`src/rtl/alu_issue_ctrl.sv`:
```
// ---------------------------------------------------------------------------
// alu_issue_ctrl
//
// Issue-side controller for the RV32I integer ALU. It accepts one decoded
// instruction per handshake and translates opcode/funct3/funct7[5] into a
// 3-bit alu_control. It also registers the ALU operands and captures the
// ALU result and flags. From the flags it builds SLT/SLTU results and branch
// decisions, then presents one result beat to writeback/PC-update.
//
// Sequence per op: IDLE (accept) -> EXEC (ALU evaluates) -> DONE (beat held
// until out_ready). With out_ready held high the controller issues one op
// every three cycles.
//
// Ports:
//   clk, rst        rising-edge clock, synchronous active-low reset
//   in_valid/ready  instruction handshake (ready only in IDLE, out of reset)
//   in_opcode       instr[6:0]
//   in_funct3       instr[14:12]
//   in_funct7_5     instr[30]
//   in_rs1_val      rs1 operand
//   in_rs2_val      rs2 operand
//   in_imm          sign-extended I/B immediate
//   in_rd           destination register
//   alu_a, alu_b    registered ALU operands
//   alu_control     000 add, 001 sub, 010 and, 011 or,
//                   100 xor, 101 srl, 110 sra, 111 sll
//   alu_result      combinational ALU result
//   alu_flag        {N,Z,C,V}; C=1 after a-b means borrow (a<b unsigned)
//   out_valid/ready result beat handshake
//   out_result      writeback value
//   out_rd          destination register
//   out_we          register write enable
//   out_branch      beat is a branch
//   out_taken       branch taken
//   out_illegal     unsupported encoding
// ---------------------------------------------------------------------------
module alu_issue_ctrl #(
    parameter int XLEN            = 32,
    parameter bit ILLEGAL_WB_ZERO = 1'b1
) (
    input  logic            clk,
    input  logic            rst,
    input  logic            in_valid,
    output logic            in_ready,
    input  logic [6:0]      in_opcode,
    input  logic [2:0]      in_funct3,
    input  logic            in_funct7_5,
    input  logic [XLEN-1:0] in_rs1_val,
    input  logic [XLEN-1:0] in_rs2_val,
    input  logic [XLEN-1:0] in_imm,
    input  logic [4:0]      in_rd,
    output logic [XLEN-1:0] alu_a,
    output logic [XLEN-1:0] alu_b,
    output logic [2:0]      alu_control,
    input  logic [XLEN-1:0] alu_result,
    input  logic [3:0]      alu_flag,
    output logic            out_valid,
    input  logic            out_ready,
    output logic [XLEN-1:0] out_result,
    output logic [4:0]      out_rd,
    output logic            out_we,
    output logic            out_branch,
    output logic            out_taken,
    output logic            out_illegal
);

    localparam logic [6:0] OPC_R = 7'b0110011;
    localparam logic [6:0] OPC_I = 7'b0010011;
    localparam logic [6:0] OPC_B = 7'b1100011;

    localparam logic [2:0] ALU_ADD = 3'b000;
    localparam logic [2:0] ALU_SUB = 3'b001;
    localparam logic [2:0] ALU_AND = 3'b010;
    localparam logic [2:0] ALU_OR  = 3'b011;
    localparam logic [2:0] ALU_XOR = 3'b100;
    localparam logic [2:0] ALU_SRL = 3'b101;
    localparam logic [2:0] ALU_SRA = 3'b110;
    localparam logic [2:0] ALU_SLL = 3'b111;

    typedef enum logic [1:0] {
        IDLE,
        EXEC,
        DONE
    } state_t;

    // The op tag tells the EXEC stage how to turn the raw ALU output into
    // a writeback value or a branch decision.
    typedef enum logic [2:0] {
        OP_ALU,
        OP_SLT,
        OP_SLTU,
        OP_BRANCH,
        OP_ILLEGAL
    } op_t;

    state_t          state;
    op_t             op_q;
    logic [2:0]      br_f3_q;
    logic [4:0]      rd_q;

    logic [XLEN-1:0] dec_a;
    logic [XLEN-1:0] dec_b;
    logic [2:0]      dec_ctrl;
    op_t             dec_op;

    logic            lt_s;
    logic [XLEN-1:0] res_n;
    logic            we_n;
    logic            br_n;
    logic            taken_n;
    logic            ill_n;

    // V is not used: the signed compare is rebuilt from the operand signs.
    logic            unused_flag_v;
    assign unused_flag_v = alu_flag[0];

    assign in_ready = rst & (state == IDLE);

    // Instruction decode. R-type and I-type share one funct3 map. They
    // differ in the b source, in sub being R-only, and in the shift amount
    // being masked from rs2 or from the immediate.
    always_comb begin
        dec_a    = in_rs1_val;
        dec_b    = in_rs2_val;
        dec_ctrl = ALU_ADD;
        dec_op   = OP_ILLEGAL;
        if (in_opcode == OPC_R || in_opcode == OPC_I) begin
            dec_op = OP_ALU;
            if (in_opcode == OPC_I) begin
                dec_b = in_imm;
            end
            case (in_funct3)
                3'b000: dec_ctrl = (in_opcode == OPC_R && in_funct7_5) ? ALU_SUB : ALU_ADD;
                3'b001: begin
                    dec_ctrl = ALU_SLL;
                    dec_b    = {{(XLEN-5){1'b0}}, dec_b[4:0]};
                end
                3'b010: begin
                    dec_ctrl = ALU_SUB;
                    dec_op   = OP_SLT;
                end
                3'b011: begin
                    dec_ctrl = ALU_SUB;
                    dec_op   = OP_SLTU;
                end
                3'b100: dec_ctrl = ALU_XOR;
                3'b101: begin
                    dec_ctrl = in_funct7_5 ? ALU_SRA : ALU_SRL;
                    dec_b    = {{(XLEN-5){1'b0}}, dec_b[4:0]};
                end
                3'b110: dec_ctrl = ALU_OR;
                default: dec_ctrl = ALU_AND;
            endcase
        end else if (in_opcode == OPC_B) begin
            dec_ctrl = ALU_SUB;
            dec_op   = (in_funct3 == 3'b010 || in_funct3 == 3'b011) ? OP_ILLEGAL : OP_BRANCH;
        end
    end

    // Result shaping from the captured ALU outputs. The signed less-than
    // uses the operand signs when they differ. This makes it correct when
    // the subtraction overflows, without looking at V.
    always_comb begin
        lt_s    = (alu_a[XLEN-1] != alu_b[XLEN-1]) ? alu_a[XLEN-1] : alu_flag[3];
        res_n   = alu_result;
        we_n    = 1'b0;
        br_n    = 1'b0;
        taken_n = 1'b0;
        ill_n   = 1'b0;
        case (op_q)
            OP_ALU: begin
                we_n = (rd_q != 5'd0);
            end
            OP_SLT: begin
                res_n = {{(XLEN-1){1'b0}}, lt_s};
                we_n  = (rd_q != 5'd0);
            end
            OP_SLTU: begin
                res_n = {{(XLEN-1){1'b0}}, alu_flag[1]};
                we_n  = (rd_q != 5'd0);
            end
            OP_BRANCH: begin
                res_n = '0;
                br_n  = 1'b1;
                case (br_f3_q)
                    3'b000:  taken_n = alu_flag[2];
                    3'b001:  taken_n = ~alu_flag[2];
                    3'b100:  taken_n = lt_s;
                    3'b101:  taken_n = ~lt_s;
                    3'b110:  taken_n = alu_flag[1];
                    3'b111:  taken_n = ~alu_flag[1];
                    default: taken_n = 1'b0;
                endcase
            end
            default: begin
                ill_n = 1'b1;
                res_n = ILLEGAL_WB_ZERO ? '0 : alu_result;
            end
        endcase
    end

    // Control FSM with registered outputs. The out_* registers are written
    // only on the EXEC edge. They therefore hold steady for as long as DONE
    // waits on out_ready.
    always_ff @(posedge clk) begin
        if (!rst) begin
            state       <= IDLE;
            op_q        <= OP_ILLEGAL;
            br_f3_q     <= 3'b000;
            rd_q        <= 5'd0;
            alu_a       <= '0;
            alu_b       <= '0;
            alu_control <= 3'b000;
            out_valid   <= 1'b0;
            out_result  <= '0;
            out_rd      <= 5'd0;
            out_we      <= 1'b0;
            out_branch  <= 1'b0;
            out_taken   <= 1'b0;
            out_illegal <= 1'b0;
        end else begin
            case (state)
                IDLE: begin
                    if (in_valid) begin
                        alu_a       <= dec_a;
                        alu_b       <= dec_b;
                        alu_control <= dec_ctrl;
                        op_q        <= dec_op;
                        br_f3_q     <= in_funct3;
                        rd_q        <= in_rd;
                        state       <= EXEC;
                    end
                end
                EXEC: begin
                    out_valid   <= 1'b1;
                    out_result  <= res_n;
                    out_rd      <= rd_q;
                    out_we      <= we_n;
                    out_branch  <= br_n;
                    out_taken   <= taken_n;
                    out_illegal <= ill_n;
                    state       <= DONE;
                end
                DONE: begin
                    if (out_ready) begin
                        out_valid <= 1'b0;
                        state     <= IDLE;
                    end
                end
                default: state <= IDLE;
            endcase
        end
    end

endmodule

```
`config.mk`:
```
export PLATFORM = sky130hd
export DESIGN_NAME = alu_issue_ctrl
export DESIGN_NICKNAME = d
export VERILOG_FILES = /design/src/rtl/alu_issue_ctrl.sv
export SDC_FILE = /design/constraint.sdc
export NUM_CORES = 1
export LEC_CHECK = 0
export CORE_ASPECT_RATIO = 0.75
export CORE_MARGIN = 2
export CORE_UTILIZATION = 53
export CTS_BUF_LIST = sky130_fd_sc_hd__clkbuf_8 sky130_fd_sc_hd__clkbuf_16
export CTS_CLUSTER_DIAMETER = 60
export DETAILED_ROUTE_END_ITERATION = 8
export DONT_BUFFER_PORTS = 1
export PLACE_DENSITY = 0.77
export SETUP_SLACK_MARGIN = 0.1
export SYNTH_ARGS = -nofsm -noshare
export SYNTH_HDL_FRONTEND = slang
export SYNTH_SLANG_ARGS = --single-unit
```
`constraint.sdc`:
```
create_clock -name clk -period 2.55 [get_ports clk]
set_input_delay 0.51 -clock clk [delete_from_list [all_inputs] [get_ports clk]]
set_output_delay 0.51 -clock clk [all_outputs]
set_load 0.01 [all_outputs]
```
==> results.cfg, run 1 <==
[detailed_routing]
vias_per_cell = 5.81
wire_per_inst_um = 18.4
vias = 3743
drt-pass1-iter-count = 8
route.detailed.drc = 0
detail-route-antenna-nets = 0
drtIter0Drc = 357
wl_mm = 11.8

[power_and_ir_drop]
combPwrFrac = 0.056
max-vdd-ir-drop_uv = 683
p_sw_uw = 1070
p_seq_frac = 0.441
swShare = 0.223
power-per-cell-area_nw_per_um2 = 908
clockPowerShare = 0.503
p_total_uw = 4800
p_leak_uw = 0.00189
power.internal_uw = 3730

[cts]
htree_levels = 4
clkTransAtPathRegs_ns = 0.05
clkSinkCount = 122
hold_buffers = 0
cts_root_buffer = clkbuf_16
post_cts_buffers = 0
numCtsBuffers = 17
cts_buffer_depth = 2
cts_resized = 0
cts_tree = yes
clk_latency_ns = 0.40

[critical_path]
path_cells = nand4bb_4 -> or2_1 -> o21ai_2 -> o21ai_0
crit_type = primary input to flop
reg2regPathDepth = 4
setup.worst_path.start_class = primary input
reg2reg_slack_ns = 0.79
r2r-end = alu_b[28]
arrival_ns = 2.07
crit_slowest_cell = o21ai_2
end_kind = flop
timing.rr.start = state[0]
required_ns = 2.77
path_max_fanout = 27
cp_slowest_stage_delay_ns = 0.74

[yosys]
synthesis.area_um2 = 4630
synth_top_area_cell = dfxtp_1
synth_fp_nets = 686
ys_async_sr_fraction = 0
syn_inst = 534
synth_cell_types = 41
ys.flop_type = dfxtp_1
synth-seq-cells = 122
yosysSeqAreaShare = 0.527
syn_area_per_cell_um2 = 8.68
synth_enable_flop_cells = 0
synth.area.top_cells = dfxtp_1, nand2_1, mux2i_1
synth_top_area_share = 0.527
yosysWarnings = 0

[outcome]
status = finished clean

[sta]
hold_viol_final = 0
max_freq_mhz = 543
slew_headroom = 0.252
tns_ns = 0
worstMarginPinSlew_ns = 1.12
fin_crit_sh = 0.722
slew_violations = 0
worst_clock_skew_ns = 0.0147
setup_viol = 0
whs_ns = 0.243
fin_crit_ns = 1.84
grt_setup_unrepaired = false

[placed_design]
io_buffers = 0
dp_hpwl_mm = 8.65
placed_cell_area_um2 = 4690
gp_congestion = 0.831

[floorplanning]
die_h_um = 85.0
coreArea_um2 = 8490
fp-row-count = 29
initial_utilization = 0.546
die_w_um = 112
dieArea_um2 = 9520
io_pins = 262

[global_route]
grt_usage = 0.246
grt_max_degree = 50
grt_pass1_wl_mm = 18.3
gr-total-overflow = 0
antenna_found_initial = 0
grt_pass1_vias = 3583

[layout]
drive_gt1_frac = 0.0840
multi_input_area_um2 = 2030
utilization = 0.623
nets = 677
stdcell_area_um2 = 5290
antenna_cells = 0
nFillCells = 755
seqCellArea_um2 = 2440
synthToLayoutAreaGrowth_pct = 14.1

[hold_path]
holdPathStages = 2
hold_class = primary input to flop
min_to = alu_a[11]
min_from = in_rs1_val[11]

[run]
max_cap_viol_count = 0
-- worst max-delay path: cells and delay by family --
kind / cells / cell delay, ns
AO/OA/AOI/OAI: 2 / 0.98
AND/OR/NAND/NOR: 2 / 0.57
-- through the flow --
| step | setup slack [ns] | std cells |
|---|---|---|
| floorplan | 0.875 | 534 |
| global placement | 0.326 | 614 |
| detailed placement | 0.229 | 614 |
| CTS | 0.665 | 644 |
| global route | 0.539 | 644 |
| finish | 0.709 | 644 |
-- placed cells by master (no fill, tap or decap), drive strengths merged, types with 6 or more instances in the layout --
cell,instances
mux2i,33
nand2,124
a22oi,32
o21ai,39
dfxtp,122
clkbuf,18
inv,6
a21oi,63
buf,9
nand2b,6
nor2,43
-- flip-flops by register name, indices dropped and copies added (netlist names), 3 cells and up --
name / count
alu_a: 32
alu_b: 32
out_result: 32
out_rd: 5
rd_q: 5
alu_control: 3
br_f3_q: 3
op_q: 3
-- synthesized netlist by cell type (all sizes together), types with 2 or more instances --
cell	count
nand3	2
nand2	124
nor2b	2
or4	3
mux2i	33
nor2	43
buf	16
clkbuf	21
xor2	2
inv	3
dfxtp	122
o21ai	39
a31oi	3
nor3	4
a21oi	63
a22oi	32
nand2b	6
-- metal layers --
| layer | global-route usage | wire, um | vias to the layer above |
|---|---|---|---|
| li1 | - | - | 1821 |
| met1 | 0.281 | 4680 | 1731 |
| met2 | 0.424 | 6050 | 183 |
| met3 | 0.103 | 1000 | 8 |
| met4 | 0.0809 | 95 | 0 |
| met5 | 0 | 0 | - |
-- cell families after synthesis --
family                    share of synthesized area
AOI/OAI and AO/OA                             0.181
xor gates and xnor gates                    0.00378
buffers and inverters                        0.0375
DFF                                           0.527
muxes                                        0.0713
and+or+nand+nor                               0.179
-- power groups by stage --
stage / Combinational (uW) / Sequential [uW] / Clock [uW]
global placement: 257 / 2150 / 0
CTS: 273 / 2120 / 2450
finish: 270 / 2120 / 2410
detailed placement: 272 / 2160 / 0
global route: 310 / 2130 / 2540
floorplan: 221 / 2130 / 0
-- how the worst max path moves through the flow --
stage,cells after the start,from,end,slack (ns)
6_report,4,in_opcode[2],alu_b[27],0.71
5_1_grt,4,in_opcode[2],alu_b[17],0.54
4_1_cts,4,in_opcode[2],alu_b[28],0.67
3_5_place_dp,4,in_opcode[2],alu_b[28],0.23
3_3_place_gp,4,in_opcode[2],alu_b[31],0.33
2_1_floorplan,4,in_opcode[2],alu_control[1],0.88
-- cell type report --
type / instances / share of cell area
sequential: 122 / 0.462
multi-input combinational: 372 / 0.385
clock buffer: 18 / 0.0830
clock inverter: 12 / 0.0300
tap: 108 / 0.0256
timing repair buffer: 9 / 0.0128
inverter: 3 / 0.00213
(Power assumes the default switching activity.)
==> run 2, diff against run 1 <==
--- a/config.mk
+++ b/config.mk
@@ -12,7 +12,7 @@
 export CTS_CLUSTER_DIAMETER = 60
 export DETAILED_ROUTE_END_ITERATION = 8
 export DONT_BUFFER_PORTS = 1
-export PLACE_DENSITY = 0.77
+export PLACE_DENSITY = 0.8
 export SETUP_SLACK_MARGIN = 0.1
 export SYNTH_ARGS = -nofsm -noshare
 export SYNTH_HDL_FRONTEND = slang
==> constraint.sdc (replaced) <==
create_clock -name clk -period 1.55 [get_ports clk]
set_input_delay 0.31 -clock clk [delete_from_list [all_inputs] [get_ports clk]]
set_output_delay 0.31 -clock clk [all_outputs]
set_load 0.01 [all_outputs]
==> run 2 against run 1 <==
  * The flow now finishes with violations (negative setup slack)
  * Combinational power increased to 2.7 times the previous value
  * Sequential share of layout area fell by 5.3 points
  * Final area is 13% higher
  * Clock skew shrank 0.0061 ns
  * Total power is 73% higher
  * Clock power grew 69%
  * Flip-flop and latch count stayed put
  * Count of clock-buffer cells in the layout unchanged
  * Non-clock buffer count grew 23
==> results.cfg, run 2 (synthesized netlist as in run 1, its figures left out) <==
[outcome]
status = finished, violations left
violations = negative setup slack

[critical_path]
reg2regPathDepth = 6
r2r-end = alu_a[18]
crit_type = flop to output pin
cp_slowest_stage_delay_ns = 0.33
path_cells = buf_6 -> buf_6 -> nor3_4 -> buf_6
end_kind = output pin
setup.worst_path.start_class = flop
arrival_ns = 1.24
reg2reg_slack_ns = 0.04
timing.rr.start = state[0]
required_ns = 1.24
crit_slowest_cell = dfxtp_2
cp_common_cell = buf_6
path_max_fanout = 4

[hold_path]
min_to = op_q[0]
min_from = rst
holdPathStages = 2
hold_class = primary input to flop

[layout]
reg.largest.list = alu_a x32, alu_b x32, out_result x32
drive_gt1_frac = 0.223
synthToLayoutAreaGrowth_pct = 28.9
antenna_cells = 0
stdcell_count = 669
nets = 700
layout_commonest_cell = dfxtp_1
layout_common_cells = dfxtp_1, nand2_1, nor2_1

[detailed_routing]
drt-pass1-iter-count = 5
detail-route-antenna-nets = 0
vias = 4011
wl_mm = 13.7
vias_per_cell = 6.00
wire_per_inst_um = 20.5
route.detailed.drc = 0
drtIter0Drc = 379

[placed_design]
placed_cells = 622
dp_slack_ns = -0.125
io_buffers = 0
gp_congestion = 0.757
dp_hpwl_mm = 8.41

[global_route]
grt_max_degree = 44
grt_usage = 0.241
grt_pass1_wl_mm = 18.2
antenna_found_initial = 0
grt_pass1_vias = 3683
gr-total-overflow = 0

[sta]
fin_ws_ns = -0.000637
slew_headroom = 0.592
slew_violations = 0
fin_crit_ns = 1.55
max_freq_mhz = 645
setup_viol = 1
grt_setup_unrepaired = true
worst_clock_skew_ns = 0.00853
fin_crit_sh = 1.00
hold_viol_final = 0
tns_ns = -0.000637
worstMarginPinSlew_ns = 0.610

[cts]
numCtsBuffers = 17
cts_tree = yes
clkSinkCount = 122
clk_latency_ns = 0.40
clkTransAtPathRegs_ns = 0.05
cts_buffer_depth = 2
cts_root_buffer = clkbuf_16
htree_levels = 4

[power_and_ir_drop]
p_leak_uw = 0.00220
max-vdd-ir-drop_uv = 1250
power-per-cell-area_nw_per_um2 = 1390

[floorplanning]
fp-row-count = 29
initial_utilization = 0.546
io_pins = 262
coreArea_um2 = 8490
dieArea_um2 = 9520
die_w_um = 112
die_h_um = 85.0

[run]
max_cap_viol_count = 0
run 2: cell count changes in the layout (fill, tap and decap cells not counted), sizes merged:
cell      before  now
inv            6    5
clkinvlp       1    5
clkinv         4    3
buf            9   28
clkbuf        18   22
run 2: how the worst max path moves through the flow:
stage / startpoint / end / slack (ns)
after floorplan: in_opcode[3] / alu_b[0] / 0.10
after CTS: state[0] / in_ready / -0.13
after global placement: state[0] / alu_b[7] / -0.02
final: state[0] / in_ready / -0.0006
after detailed placement: state[0] / alu_b[19] / -0.12
after global routing: state[0] / in_ready / -0.06
run 2: layout make-up:
type                            instances  area [um^2]
Sequential cell                       122         2440
Clock buffer                           18          439
Fill cell                             610         2520
Multi-Input combinational cell        372         2350
Timing Repair Buffer                   32          414
Inverter                                3         11.3
Tap cell                              108          135
Clock inverter                         14          180
run 2: critical path, delay by kind of cell, from the launching register on:
| kind | cells | cell delay (ns) |
|---|---|---|
| AND/OR/NAND/NOR | 1 | 0.13 |
| flip-flops | 1 | 0.33 |
| buffers and inverters | 3 | 0.37 |
run 2: layer usage:
| layer | global-route usage | wire [um] | up-vias | part of all wire |
|---|---|---|---|---|
| li1 | - | - | 1875 | - |
| met1 | 0.271 | 5000 | 1883 | 0.36 |
| met2 | 0.414 | 6960 | 218 | 0.51 |
| met3 | 0.0921 | 1350 | 35 | 0.098 |
| met4 | 0.101 | 411 | 0 | 0.030 |
| met5 | 0 | 0 | - | 0 |
run 2: what timing repair did:
action,in CTS,in global routing
endpoints found under the setup margin,62,114
pin swaps,2,63
resized for setup,10,98
hold buffers,0,0
gates cloned,1,7
setup buffers,0,7
run 2: power breakdown:
| part | total (uW) | internal, uW | leakage [uW] | switching (uW) |
|---|---|---|---|---|
| logic | 725 | 314 | 0.000908 | 411 |
| registers | 3490 | 3300 | 0.000997 | 191 |
| clock network | 4080 | 2710 | 0.000296 | 1370 |
run 2: stage by stage:
| step | area [um^2] | power [uW] | utilization | hold WS, ns |
|---|---|---|---|---|
| final | 5970 | 8290 | 0.703 | 0.0253 |
| after global routing | 5970 | 8550 | 0.703 | 0.0252 |
| after global placement | 4800 | 3990 | 0.565 | 0.449 |
| after CTS | 5460 | 8080 | 0.643 | 0.0283 |
| after detailed placement | 4800 | 4020 | 0.565 | 0.453 |
| after floorplan | 4630 | 3870 | - | 0.440 |
